<file path="src/rtl/fetch_stage.sv">
// IF stage: icache fetch into a registered IF/ID latch with a one-entry stall buffer; IF/ID updates one edge after a hit.
// Optional FETCH_PERF_EN adds saturating fetch/miss counters; stall parks a hit in HOLD, and flush wins over everything.
module fetch_stage #(
  parameter logic [31:0] NOP_INSTR = 32'h00000000
) (
  input  logic        CLK,
  input  logic        nRST,
  input  logic [31:0] pcout,
  output logic        pcenable,
  output logic        imemREN,
  output logic [31:0] imemaddr,
  input  logic        ihit,
  input  logic [31:0] imemload,
  input  logic        stall,
  input  logic        flush,
  input  logic        halt,
  output logic        ifid_valid,
  output logic [31:0] ifid_instr,
  output logic [31:0] ifid_pc4
`ifdef FETCH_PERF_EN
  ,
  output logic [31:0] fetch_count,
  output logic [31:0] miss_cycles
`endif
);

  typedef enum logic [1:0] {FETCH, HOLD, HALTED} state_t;

  state_t      state_q, state_d;
  logic        ifid_valid_q, ifid_valid_d;
  logic [31:0] ifid_instr_q, ifid_instr_d;
  logic [31:0] ifid_pc4_q, ifid_pc4_d;
  logic [31:0] hold_instr_q, hold_instr_d;
  logic [31:0] hold_pc4_q, hold_pc4_d;
  logic        pcen;
  logic [31:0] pc4;

  assign pc4 = pcout + 32'd4;

  always_comb begin
    state_d      = state_q;
    ifid_valid_d = ifid_valid_q;
    ifid_instr_d = ifid_instr_q;
    ifid_pc4_d   = ifid_pc4_q;
    hold_instr_d = hold_instr_q;
    hold_pc4_d   = hold_pc4_q;
    pcen         = 1'b0;
    case (state_q)
      FETCH, HOLD: begin
        if (flush) begin
          // Redirect: the PC unit takes the target, so the PC must still advance.
          pcen         = 1'b1;
          ifid_valid_d = 1'b0;
          ifid_instr_d = NOP_INSTR;
          ifid_pc4_d   = 32'd0;
          hold_instr_d = 32'd0;
          hold_pc4_d   = 32'd0;
          state_d      = FETCH;
        end else if (halt) begin
          ifid_valid_d = 1'b0;
          ifid_instr_d = NOP_INSTR;
          ifid_pc4_d   = 32'd0;
          hold_instr_d = 32'd0;
          hold_pc4_d   = 32'd0;
          state_d      = HALTED;
        end else if (state_q == FETCH) begin
          if (ihit) begin
            pcen = 1'b1;
            if (stall) begin
              hold_instr_d = imemload;
              hold_pc4_d   = pc4;
              state_d      = HOLD;
            end else begin
              ifid_valid_d = 1'b1;
              ifid_instr_d = imemload;
              ifid_pc4_d   = pc4;
            end
          end
        end else if (!stall) begin
          ifid_valid_d = 1'b1;
          ifid_instr_d = hold_instr_q;
          ifid_pc4_d   = hold_pc4_q;
          state_d      = FETCH;
        end
      end
      HALTED: begin
        ifid_valid_d = 1'b0;
        ifid_instr_d = NOP_INSTR;
        ifid_pc4_d   = 32'd0;
      end
      default: state_d = FETCH;
    endcase
  end

  // nRST gates the request strobes so nothing leaks out while reset is held.
  assign pcenable   = pcen & nRST;
  assign imemREN    = (state_q == FETCH) & nRST;
  assign imemaddr   = pcout;
  assign ifid_valid = ifid_valid_q;
  assign ifid_instr = ifid_instr_q;
  assign ifid_pc4   = ifid_pc4_q;

  always_ff @(posedge CLK or negedge nRST) begin
    if (!nRST) begin
      state_q      <= FETCH;
      ifid_valid_q <= 1'b0;
      ifid_instr_q <= NOP_INSTR;
      ifid_pc4_q   <= 32'd0;
      hold_instr_q <= 32'd0;
      hold_pc4_q   <= 32'd0;
    end else begin
      state_q      <= state_d;
      ifid_valid_q <= ifid_valid_d;
      ifid_instr_q <= ifid_instr_d;
      ifid_pc4_q   <= ifid_pc4_d;
      hold_instr_q <= hold_instr_d;
      hold_pc4_q   <= hold_pc4_d;
    end
  end

`ifdef FETCH_PERF_EN
  logic [31:0] fetch_count_q, fetch_count_d;
  logic [31:0] miss_cycles_q, miss_cycles_d;

  always_comb begin
    fetch_count_d = fetch_count_q;
    miss_cycles_d = miss_cycles_q;
    if (state_q == FETCH && ihit && !flush && fetch_count_q != 32'hFFFFFFFF)
      fetch_count_d = fetch_count_q + 32'd1;
    if (state_q == FETCH && !ihit && miss_cycles_q != 32'hFFFFFFFF)
      miss_cycles_d = miss_cycles_q + 32'd1;
  end

  always_ff @(posedge CLK or negedge nRST) begin
    if (!nRST) begin
      fetch_count_q <= 32'd0;
      miss_cycles_q <= 32'd0;
    end else begin
      fetch_count_q <= fetch_count_d;
      miss_cycles_q <= miss_cycles_d;
    end
  end

  assign fetch_count = fetch_count_q;
  assign miss_cycles = miss_cycles_q;
`endif

endmodule

</file>
<file path="config.mk">
export PLATFORM = sky130hd
export DESIGN_NAME = fetch_stage
export DESIGN_NICKNAME = d
export VERILOG_FILES = /design/src/rtl/fetch_stage.sv
export SDC_FILE = /design/constraint.sdc
export NUM_CORES = 1
export LEC_CHECK = 0
export ABC_AREA = 1
export CAP_MARGIN = 10
export CORE_MARGIN = 8
export CORE_UTILIZATION = 53
export DETAILED_ROUTE_END_ITERATION = 16
export GPL_TIMING_DRIVEN = 0
export PLACE_DENSITY_LB_ADDON = 0.12
export SLEW_MARGIN = 20
export SYNTH_ARGS = -nofsm -noshare
export SYNTH_HDL_FRONTEND = slang
export SYNTH_SLANG_ARGS = --single-unit
</file>
<file path="constraint.sdc">
create_clock -name CLK -period 2.8 [get_ports CLK]
set_input_delay 0.42 -clock CLK [delete_from_list [all_inputs] [get_ports CLK]]
set_output_delay 0.42 -clock CLK [all_outputs]
set_load 0.01 [all_outputs]
</file>
# Word level (Yosys, flattened, before mapping)
# Cells that the tools add are included.
[totals]
reg_bits = 131
in_bits = 70
output_inout_bits = 99
[classes]
n_addsub = 1
eq_ne = 6
mux = 42
bitwise_logic = 3
reduce_logical = 10
[ops]
columns = ["cell", "count"]
rows = [
  ["two-way mux 32 bit", 22],
  ["one-hot mux 32 bit (2 select lines)", 2],
  ["adder 32 x 3 -> 32 bit (second input constant)", 1],
  ["inequality test 5 bit (second input constant)", 3],
  ["two-way mux 2 bit", 6],
  ["two-way mux 1 bit", 10],
  ["nonzero test 3 bit", 3],
  ["AND reduction 4 bit", 2],
  ["inequality test 4 bit (second input constant)", 1],
  ["one-hot mux 2 bit (2 select lines)", 1],
  ["AND reduction 3 bit", 1],
  ["AND 1 bit", 2],
  ["== test 2 x 1 -> 1 bit (second input constant)", 1],
  ["== test 2 bit (second input constant)", 1],
  ["zero test 2 bit", 1],
  ["one-hot mux 1 bit (2 select lines)", 1],
  ["AND reduction 2 bit", 1],
  ["nonzero test 2 bit", 1],
  ["OR reduction 2 bit", 1],
  ["NOT 1 bit", 1],
]

# Depth between registers and ports, before layout
# Gate-level depths: netlist (run 1).
[logic_depth]
ltp_word = 7
ltp_mapped = 11
ltp_nobuf = 11

# Worst setup path before layout (run 1)
# Ideal clock, no wire load.
[synth_path]
kind = "register -> output"
startpoint = "register state_q[0]"
endpoint = "output port pcenable"
arrival_ns = 1.366
required_ns = 2.380
setup_slack_ns = 1.014
stages_incl_launch_ff = 7
path_buffers = 1
path_cell_list = "dfrtp_1 > nor2_2 > inv_2 > nor2_4 > buf_2 > nand2_1 > a211oi_1"
[synth_between]
elab_chain_cells = 6
word_cells_on_any_way = 8
cone_classes = "1 x eq/ne; 4 x mux; 1 x bitwise; 2 x reduce/logical"
[synth_rtl]
columns = ["item", "line_no", "source"]
rows = [
  ["start, declared", "29", "state_t state_q, state_d;"],
  ["start signal, assigned", "112", "state_q <= state_d;"],
  ["zero test 2 bit", "48, 66", ""],
  ["two-way mux 1 bit", "66", "end else if (state_q == FETCH) begin"],
  ["two-way mux 1 bit", "59", "end else if (halt) begin"],
  ["two-way mux 1 bit", "50", "if (flush) begin"],
  ["two-way mux 1 bit (*)", "48", "case (state_q)"],
  ["AND 1 bit (*)", "96", "assign pcenable = pcen & nRST;"],
  ["end, declared", "9", "output logic pcenable,"],
]
# Mark *: on every way between the ends. The rest lies on a longest branch, timed or not.

# Worst setup path in the final report (run 1)
[layout_path]
startpoint = "input port nRST"
endpoint = "output port imemREN"
[layout_between]
elab_chain_cells = 1
[layout_rtl]
columns = ["item", "line_no", "source"]
rows = [
  ["start, declared", "7", "input logic nRST,"],
  ["AND 1 bit", "97", "assign imemREN = (state_q == FETCH) & nRST;"],
  ["end, declared", "10", "output logic imemREN,"],
]
# No other way between the ends.

==> results of run 1 <==
[synthesized netlist by cell type]
| cell type | number |
|---|---|
| a211oi_1 | 1 |
| a21oi_1 | 1 |
| a21oi_2 | 1 |
| a22o_1 | 39 |
| a22oi_1 | 38 |
| a31o_2 | 1 |
| buf_1 | 2 |
| buf_2 | 18 |
| buf_4 | 35 |
| buf_6 | 2 |
| clkbuf_1 | 12 |
| dfrtp_1 | 131 |
| ha_1 | 1 |
| inv_1 | 43 |
| inv_2 | 5 |
| nand2_1 | 261 |
| nand2_2 | 1 |
| nand3_1 | 57 |
| nand4_1 | 1 |
| nor2_1 | 51 |
| nor2_2 | 2 |
| nor2_4 | 1 |
| nor3_2 | 1 |
| o21ai_0 | 37 |
| o21ai_1 | 1 |
| o21ai_2 | 20 |
| o21bai_1 | 6 |
| o22a_1 | 1 |
| o22ai_1 | 8 |
| xnor2_1 | 3 |
| xor2_1 | 3 |
[cells by family after synthesis]
group	after synthesis	synth area share
AO/OA/AOI/OAI	154	0.1711
XOR/XNOR	6	0.007988
adder cells (fa/ha/maj)	1	0.001901
buffers and inverters	117	0.09241
flip-flops	131	0.4982
AND/OR/NAND/NOR	375	0.2284
[state kept, by name, summed over array words and instances, names as in the netlist]
register and count:
hold_instr_q 32, state_q 2, ifid_valid 1, ifid_instr 32
ifid_pc4 32, hold_pc4_q 32
[area by class of cell]
| cell class | instances | area share |
|---|---|---|
| Sequential cell | 131 | 0.3615 |
| Tap cell | 168 | 0.02318 |
| Multi-Input combinational cell | 536 | 0.2970 |
| Buffer | 69 | 0.04746 |
| Clock buffer | 24 | 0.05201 |
| Timing Repair Buffer | 170 | 0.1901 |
| Inverter | 48 | 0.01987 |
| Clock inverter | 6 | 0.008830 |
[routing by layer]
metal  routed length (um)  part of all wire
met1                 8027              0.42
met2                 9316              0.48
met3                 1602             0.083
met4                  342             0.018
met5                    0                 0
[worst max-delay path, stage by stage]
cell and delay [ns]:
dlygate4sd3_1 0.56, buf_8 0.31, inv_1 0.11, nor2_1 0.11, clkdlybuf4s50_1 0.55
[per-stage QoR]
step             util  power, W  setup TNS (ns)  hold WS (ns)
6_report       0.7519  0.005340               0        0.3779
4_1_cts        0.7517  0.005348               0        0.3665
2_1_floorplan       -  0.002718               0        0.1244
3_3_place_gp   0.7016  0.003216         -524.59        0.4624
3_5_place_dp   0.7043  0.003231               0        0.3235
5_1_grt        0.7519  0.005540               0        0.3943
[worst paths after layout]
| kind | endpoint | start | depth (start not counted) |
|---|---|---|---|
| setup / recovery | imemREN | nRST | 5 |
| hold / removal | state_q[1]$_DFFE_PN0P_ | halt | 2 |
| setup reg to reg | ifid_pc4[15]$_DFFE_PN0P_ | state_q[0]$_DFFE_PN0P_ | 9 |
| hold reg to reg | ifid_instr[2]$_DFFE_PN0P_ | ifid_instr[2]$_DFFE_PN0P_ | 2 |
| max in group asynchronous | ifid_pc4[22]$_DFFE_PN0P_ | nRST | 3 |
| min in group asynchronous | ifid_instr[31]$_DFFE_PN0P_ | nRST | 2 |
[power breakdown]
group	switching [W]	leakage [nW]	total (W)	internal, W
combinational	0.000769	2.13	0.00120	0.000434
sequential	0.0000480	1.82	0.00202	0.00197
clock	0.000774	0.274	0.00211	0.00134
[timing repair]
action,4_1_cts,5_1_grt
hold buffers,1,0
pin swaps,1,0
endpoints found under the setup margin,1,1
hold endpoints to repair,39,0
cloned,0,0
buffers inserted,1,0
gates resized for setup,1,1
==> run summary, run 1 <==
Status - completed
Tmin final - 2.492 ns
Pwr Density - 588.8 nW/um^2
Fill cells - 897
Final net count - 1,044
Clock Skew - 0.007784 ns
Storage cell area - 3278 sq um
WL/cell - 16.74 um
Clock Latency Late Sink - 0.42 ns
Relative slew slack - 0.5990
Tightest Pin Transition - 0.6015 ns
N_diodes - 0
Hold Path Class - input port to flop
IO buf count - 167
Leakage power - 4.227 nW
Sequential area share after synthesis - 0.4982
Routability cong. - 0.8731
Pre-CTS WS - 0.2168 ns
Worst setup SP type - input port
DRT iter0 DRCs - 464
Met1 Usage GRT - 0.2991
Final WL - 19,290 um
Placed Area - 8494 sq um
Number of global-route vias before repair - 6,122
Yosys cell types - 31
CTS buffer count - 17
M3 GR Usage - 0.05948
GR peak layer - met2
Inst Count DP - 1,120
Initial core utilization - 0.5455
First-pass GRT wire length - 30,940 um
Clock buffer depth - 2
Final Hold Vio Count - 0
Yosys warns - 0
GRT Total Usage - 0.2409
Num Clock Sinks - 131
Max H-tree Level - 4
Number of cell rows - 40
Biggest area consumer among synthesized cells - dfrtp_1
CP Capture Type - primary output
RSZ-0062 raised after global routing - no
Setup violators final - 0
Fin crit share - 0.8899
Pins Over Slew Limit - 0
Area contributors post-synth - dfrtp_1 (50%), nand2_1 (15%), a22o_1 (5.2%)
DR vias/cell - 5.392
Synth-to-layout area growth - 37.82%
Residual DRC count - 0
R2R setup slack - 0.83 ns
Critical path class - input port to primary output
Initial antenna violation count - 0
Max Freq - 401.3 MHz
Die area - 16,240 sq um
Maxcap violations - 0
Worst Path Required - 2.38 ns
CP Data Arrival Time - 2.07 ns
Post-synthesis net count - 855
Area of the multi-input gates - 2694 sq um
Post-synthesis cell area - 6580 sq um
Clk root buf - clkbuf_16
Final worst slack - 0.3083 ns
Io pins - 169
Share of the synthesized area in the top cell type - 0.4982
Non-Filler Instances - 1,152
Synthesized flop and latch total - 131
Commonest non-fill, non-tap cells in the layout - nand2_1 (261), clkdlybuf4s50_1 (165), dfrtp_1 (131), nand3_1 (57), nor2_1 (51)
ANT nets after route - 0
Initial DRT Pass Iterations - 6
Vias post-DR - 6,212
Met2 usage in global routing - 0.4013
Grt total ovfl - 0
Fraction of layout cells with a size suffix above 1 - 0.1169
Commonest non-fill, non-tap cell in the layout - nand2_1
Core area - 12,060 sq um
Die Y - 127.4 um
Post-route cell area - 9069 sq um
Clk slew on worst S/H paths - 0.06 ns
Synth Area per Inst - 8.393 sq um
Die width - 127.4 um
Largest net degree at the start of global routing - 93
Worst vdd ir - 0.3136 mV
CTS tree - built
Worst Path Max Fanout - 41
Gate Count Post-Synth - 784
DP HPWL - 13,870 um
No activity file was read; power rests on OpenSTA's default activity.
==> run 2, diff against run 1 <==
--- a/config.mk
+++ b/config.mk
@@ -7,7 +7,6 @@
 export LEC_CHECK = 0
 export ABC_AREA = 1
 export CAP_MARGIN = 10
-export CORE_MARGIN = 8
 export CORE_UTILIZATION = 53
 export DETAILED_ROUTE_END_ITERATION = 16
 export GPL_TIMING_DRIVEN = 0
==> run 2 against run 1 <==
Against the previous run:
- critical path depth rose by 2
- highest routed layer unchanged
- die area fell by 21%
- sequential power barely moved
- register-to-register slack barely moved
- first-iteration DRC count rose by 5.2%
- maximum frequency fell by 8.0%
- sequential share of layout area fell by 0.16 points
- cell area rose by 0.44%
- flip-flop and latch count did not move
- hold slack improved by 0.00083 ns
==> run summary, run 2 (synthesis results as in run 1) <==
Vias post-DR - 6,160 (-0.84%)
DRT iter0 DRCs - 488 (+5.2%)
Initial DRT Pass Iterations - 5 (-1)
Num Clock Sinks - 131 (unchanged)
Relative slew slack - 0.6150 (+0.01598)
Final net count - 1,044 (unchanged)
Setup violators final - 0 (unchanged)
First-pass GRT wire length - 29,110 um (-5.9%)
WL/cell - 15.24 um (-9.0%)
Post-route cell area - 9109 sq um (+0.44%)
Max Freq - 369.1 MHz (-8.0%)
Die Y - 113.4 um (-11%)
Clock Latency Late Sink - 0.42 ns (about the same)
Core area - 12,060 sq um (unchanged)
IO buf count - 167 (unchanged)
Max H-tree Level - 4 (unchanged)
Die width - 113.4 um (-11%)
R2R setup slack - 0.84 ns (about the same)
ANT nets after route - 0 (unchanged)
Tmin final - 2.710 ns (+0.2179 ns)
Commonest non-fill, non-tap cells in the layout - nand2_1 (261), clkdlybuf4s50_1 (166), dfrtp_1 (131), nand3_1 (57), nor2_1 (51)
Worst vdd ir - 0.3837 mV (+22%)
Critical path class - flop to primary output
GRT Total Usage - 0.2935 (+0.05259)
Fraction of layout cells with a size suffix above 1 - 0.1176 (+0.0007771)
Commonest non-fill, non-tap cell in the layout - nand2_1
DR vias/cell - 5.338 (-1.0%)
Number of global-route vias before repair - 5,935 (-3.1%)
Status - completed
Routability cong. - 0.9086 (+4.1%)
Io pins - 169 (unchanged)
Clk root buf - clkbuf_16
Residual DRC count - 0 (unchanged)
Clock Skew - 0.005021 ns (-0.002763 ns)
Placed Area - 8494 sq um (unchanged)
Worst Path Max Fanout - 10 (-76%)
Worst setup SP type - flop
Pins Over Slew Limit - 0 (unchanged)
Synth-to-layout area growth - 38.43%
Number of cell rows - 40 (unchanged)
Overall power consumption - 0.005438 W (+1.8%)
CP Data Arrival Time - 2.29 ns (+0.22 ns)
Final Hold Vio Count - 0 (unchanged)
Fill cells - 904 (+0.78%)
Initial core utilization - 0.5455 (unchanged)
DP HPWL - 12,500 um (-9.9%)
Clk slew on worst S/H paths - 0.05 ns (about the same)
Largest net degree at the start of global routing - 78 (-16%)
Maxcap violations - 0 (unchanged)
Worst Path Required - 2.38 ns (about the same)
CTS buffer count - 17 (unchanged)
CP Capture Type - primary output
Leakage power - 4.216 nW (-0.27%)
Fin crit share - 0.9677 (+0.07781)
CTS tree - built
Hold Path Class - input port to flop
Initial antenna violation count - 0 (unchanged)
Setup TNS - 0 ns (unchanged)
N_diodes - 0 (unchanged)
Final WL - 17,590 um (-8.8%)
Hold_ws - 0.3788 ns (+0.0008250 ns)
RSZ-0062 raised after global routing - no
Clock buffer depth - 2 (unchanged)
Die area - 12,870 sq um (-21%)
Pwr Density - 597.0 nW/um^2 (+1.4%)
Grt total ovfl - 0 (unchanged)
Tightest Pin Transition - 0.5775 ns (-0.02397 ns)
## run 2: cell types whose count changed in the layout (fill, tap and decap cells not counted), sizes merged
| cell | change |
|---|---|
| bufinv | +1 |
| clkdlybuf4s50 | +1 |
| clkinv | -1 |
| clkinvlp | +2 |
| dlymetal6s2s | -1 |
## run 2: path summary, 6_finish.rpt
path | end | startpoint | cells past startpoint
hold / removal | state_q[1]$_DFFE_PN0P_ | halt | 2
hold reg to reg | ifid_instr[6]$_DFFE_PN0P_ | ifid_instr[6]$_DFFE_PN0P_ | 2
min in group asynchronous | ifid_instr[31]$_DFFE_PN0P_ | nRST | 2
max in group asynchronous | hold_pc4_q[28]$_DFFE_PN0P_ | nRST | 3
setup / recovery | pcenable | state_q[1]$_DFFE_PN0P_ | 7
setup reg to reg | ifid_instr[30]$_DFFE_PN0P_ | state_q[1]$_DFFE_PN0P_ | 10
## run 2: report_power, final
group	internal (W)	leakage (nW)	total [W]	switching, W
registers	0.00197	1.82	0.00202	0.0000478
logic	0.000436	2.11	0.00120	0.000763
clock network	0.00142	0.279	0.00222	0.000793
total	0.00383	4.22	0.00544	0.00160
## run 2: through the flow
| stage | setup WS (ns) | std cells | util |
|---|---|---|---|
| after floorplan | 1.014 | 784 | - |
| after global placement | -4.082 | 1119 | 0.7016 |
| after detailed placement | 0.1815 | 1120 | 0.7043 |
| after CTS | 0.07823 | 1154 | 0.7548 |
| after global routing | 0.003382 | 1154 | 0.7552 |
| final | 0.09048 | 1154 | 0.7552 |
## run 2: timing repair
action,in CTS,in global routing
gates resized for setup,1,1
hold endpoints to repair,54,0
hold buffers,1,0
buffers inserted,1,0
setup endpoints to repair,1,1
pin swaps,1,0
## run 2: layer usage
| metal | vias up | track usage | wire, um |
|---|---|---|---|
| li1 | 2970 | - | - |
| met1 | 2922 | 0.3897 | 7716 |
| met2 | 233 | 0.4740 | 8367 |
| met3 | 35 | 0.05526 | 1012 |
| met4 | 0 | 0.1272 | 495 |
| met5 | - | 0 | 0 |
## run 2: critical path, stage by stage (launching register included)
cell and delay (ns):
dfrtp_1 0.43, nor2_2 0.17, inv_2 0.07, nor2_4 0.12, buf_4 0.20, nand2_1 0.07, a211oi_1 0.23, clkdlybuf4s50_1 0.58
## run 2: final cells by class
class	instances	area [sq um]	share of cell area
inverters	48	180.2	0.01978
plain buffers	69	430.4	0.04725
clock buffers	24	461.7	0.05069
repair buffers	170	1727	0.1896
flip-flops and latches	131	3278	0.3599
clock inverters	8	127.6	0.01401
multi-input cells	536	2694	0.2957
well taps	168	210.2	0.02308
==> RTL edit, RTL diff (flow settings as in run 1) <==
Re-encode `state_t` (3 states) as one-hot, 3 bits wide.
--- a/src/rtl/fetch_stage.sv
+++ b/src/rtl/fetch_stage.sv
@@ -26,3 +26,3 @@
 
-  typedef enum logic [1:0] {FETCH, HOLD, HALTED} state_t;
+  typedef enum logic [2:0] {FETCH = 3'b001, HOLD = 3'b010, HALTED = 3'b100} state_t;
 
Behaviour: no difference found for any inputs over 4 cycles, from zero or initial values and one cycle with nRST low; so few cycles prove little.
==> RTL edit against run 1 <==
The flow now finishes with violations (hold timing); routed wire length fell by 0.95%; setup slack better by 0.048 ns; synthesized cell count rose by 15%; sequential cell count increased by 1; fmax grew 2.0%; synthesized area grew 3.5%; register-to-register slack got worse by 0.13 ns; global-route usage decreased by 0.93 points; design area rose by 2.7%; count of clock-buffer cells in the layout unchanged; critical path type unchanged.
Power is not compared: it rests on default switching activity, and its combinational part moved more than twofold at a synthesized area within 25%.
==> RTL edit: results <==
[global_routing]
grt_first_pass_wirelength_um = 30750
grt.total_usage_pct = 23.16
first_global_vias = 6475
grt_max_degree = 81

[logic_synthesis]
synth.distinct_cells = 28
synth_area_leaders = dfrtp_1 (48%), nand2_1 (20%), o22ai_1 (7.7%)
synth-seq-area-share_pct = 48.54
synthTopCellsByCount = nand2_1 (362), dfrtp_1 (131), inv_1 (107), o22ai_1 (84), nor2_1 (46)
synth_flop_cell = dfrtp_1
post-synth-top-count-cell = nand2_1
synth_nets = 969

[power]
leakagePower_nw = 4.748

[timing]
whs_ns = -0.005732
hold_viol = 2
slew_headroom_pct = 59.96
worst_clock_skew_ns = 0.005221

[status]
status = complete, but fails checks
violations = hold timing

[routing]
wl_met2_um = 9146
vias_per_cell = 5.133
highest_layer = met4
drtIter0Drc = 390
drt-wirelength-per-cell_um = 15.03
first_pass_iters = 5
met1_length_um = 8117
route.met3.wl_um = 1355
drcViolationCount = 0

[placed_design]
routabilityCongestion = 0.9226
dp.final_hpwl_um = 13890
postPlaceCellArea_um2 = 8737
port_buffers = 168
place_ws_ns = -0.4923

[worst_setup_path]
rr_worst_depth = 7
worstPathMaxFanout = 80
r2r_start = state_q[1]
slowest_stage = clkdlybuf4s50_1
r2r_slack_ns = 0.70
crit_family = buffers and inverters
r2r_end = hold_pc4_q[14]
cp.arrival_ns = 2.02
cp_slowest_stage_delay_ns = 0.58

[clock_tree]
htree_levels = 4
clockRootBuffer = clkbuf_16

[layout]
num-fill-cells = 1022
drive_gt1_share_pct = 7.461
nets = 1157

[min_path]
holdCritPathClass = primary input to async pin
==> RTL edit: cell count changes after synthesis, sizes merged, moves of 25 or more <==
| cell | change |
|---|---|
| o22ai | +76 |
| inv | +61 |
| nand2 | +100 |
| a22o | -39 |
| o21ai | -25 |
| a22oi | -38 |
==> RTL edit: cells by family after synthesis <==
kind of cell | share of synthesized area (%)
buffers and inverters | 12.90
XOR/XNOR | 1.029
flip-flops | 48.54
adder cells (fa/ha/maj) | 0.1838
AO/OA/AOI/OAI | 11.21
AND/OR/NAND/NOR | 26.13
==> RTL edit: how the worst max path moves through the flow <==
stage,start,to,slack (ns),cells past startpoint
6_report,nRST,imemREN,0.36,5
5_1_grt,nRST,imemREN,0.14,5
4_1_cts,state_q[0],pcenable,0.07,5
3_5_place_dp,halt,pcenable,-0.49,8
3_3_place_gp,nRST,pcenable,-4.25,4
2_1_floorplan,state_q[0],pcenable,0.81,5
==> RTL edit: timing repair <==
item,CTS,global route
endpoints found under the setup margin,1,1
hold endpoints to repair,0,0
pin swaps,1,0
resized for setup,2,1
setup buffers,1,0
==> RTL edit: cell type report <==
type / instances / area (um^2) / share of cell area (%)
Sequential cell: 132 / 3304 / 35.47
Timing Repair Buffer: 170 / 1724 / 18.51
Clock buffer: 24 / 481.7 / 5.171
Clock inverter: 8 / 76.32 / 0.8193
Inverter: 109 / 422.9 / 4.540
Buffer: 70 / 465.4 / 4.997
Multi-Input combinational cell: 586 / 2625 / 28.18
Tap cell: 172 / 215.2 / 2.310
==> RTL edit: where the power goes <==
part	internal, W	switching, W
clock network	0.00129	0.000814
registers	0.00191	0
logic	0.000201	0.000191
total	0.00340	0.00101
==> RTL edit: layer usage <==
metal	GRT usage, %	up-vias
li1	-	3182
met1	28.30	3070
met2	38.30	237
met3	6.122	35
met4	9.191	0
met5	0	-
==> RTL edit: metrics by stage <==
step                      std cells  hold slack (ns)
after detailed placement       1239           0.4473
after CTS                      1271          0.01264
final                          1271        -0.005732
after global placement         1238           0.4617
after floorplan                 898           0.1244
after global routing           1271          0.04864
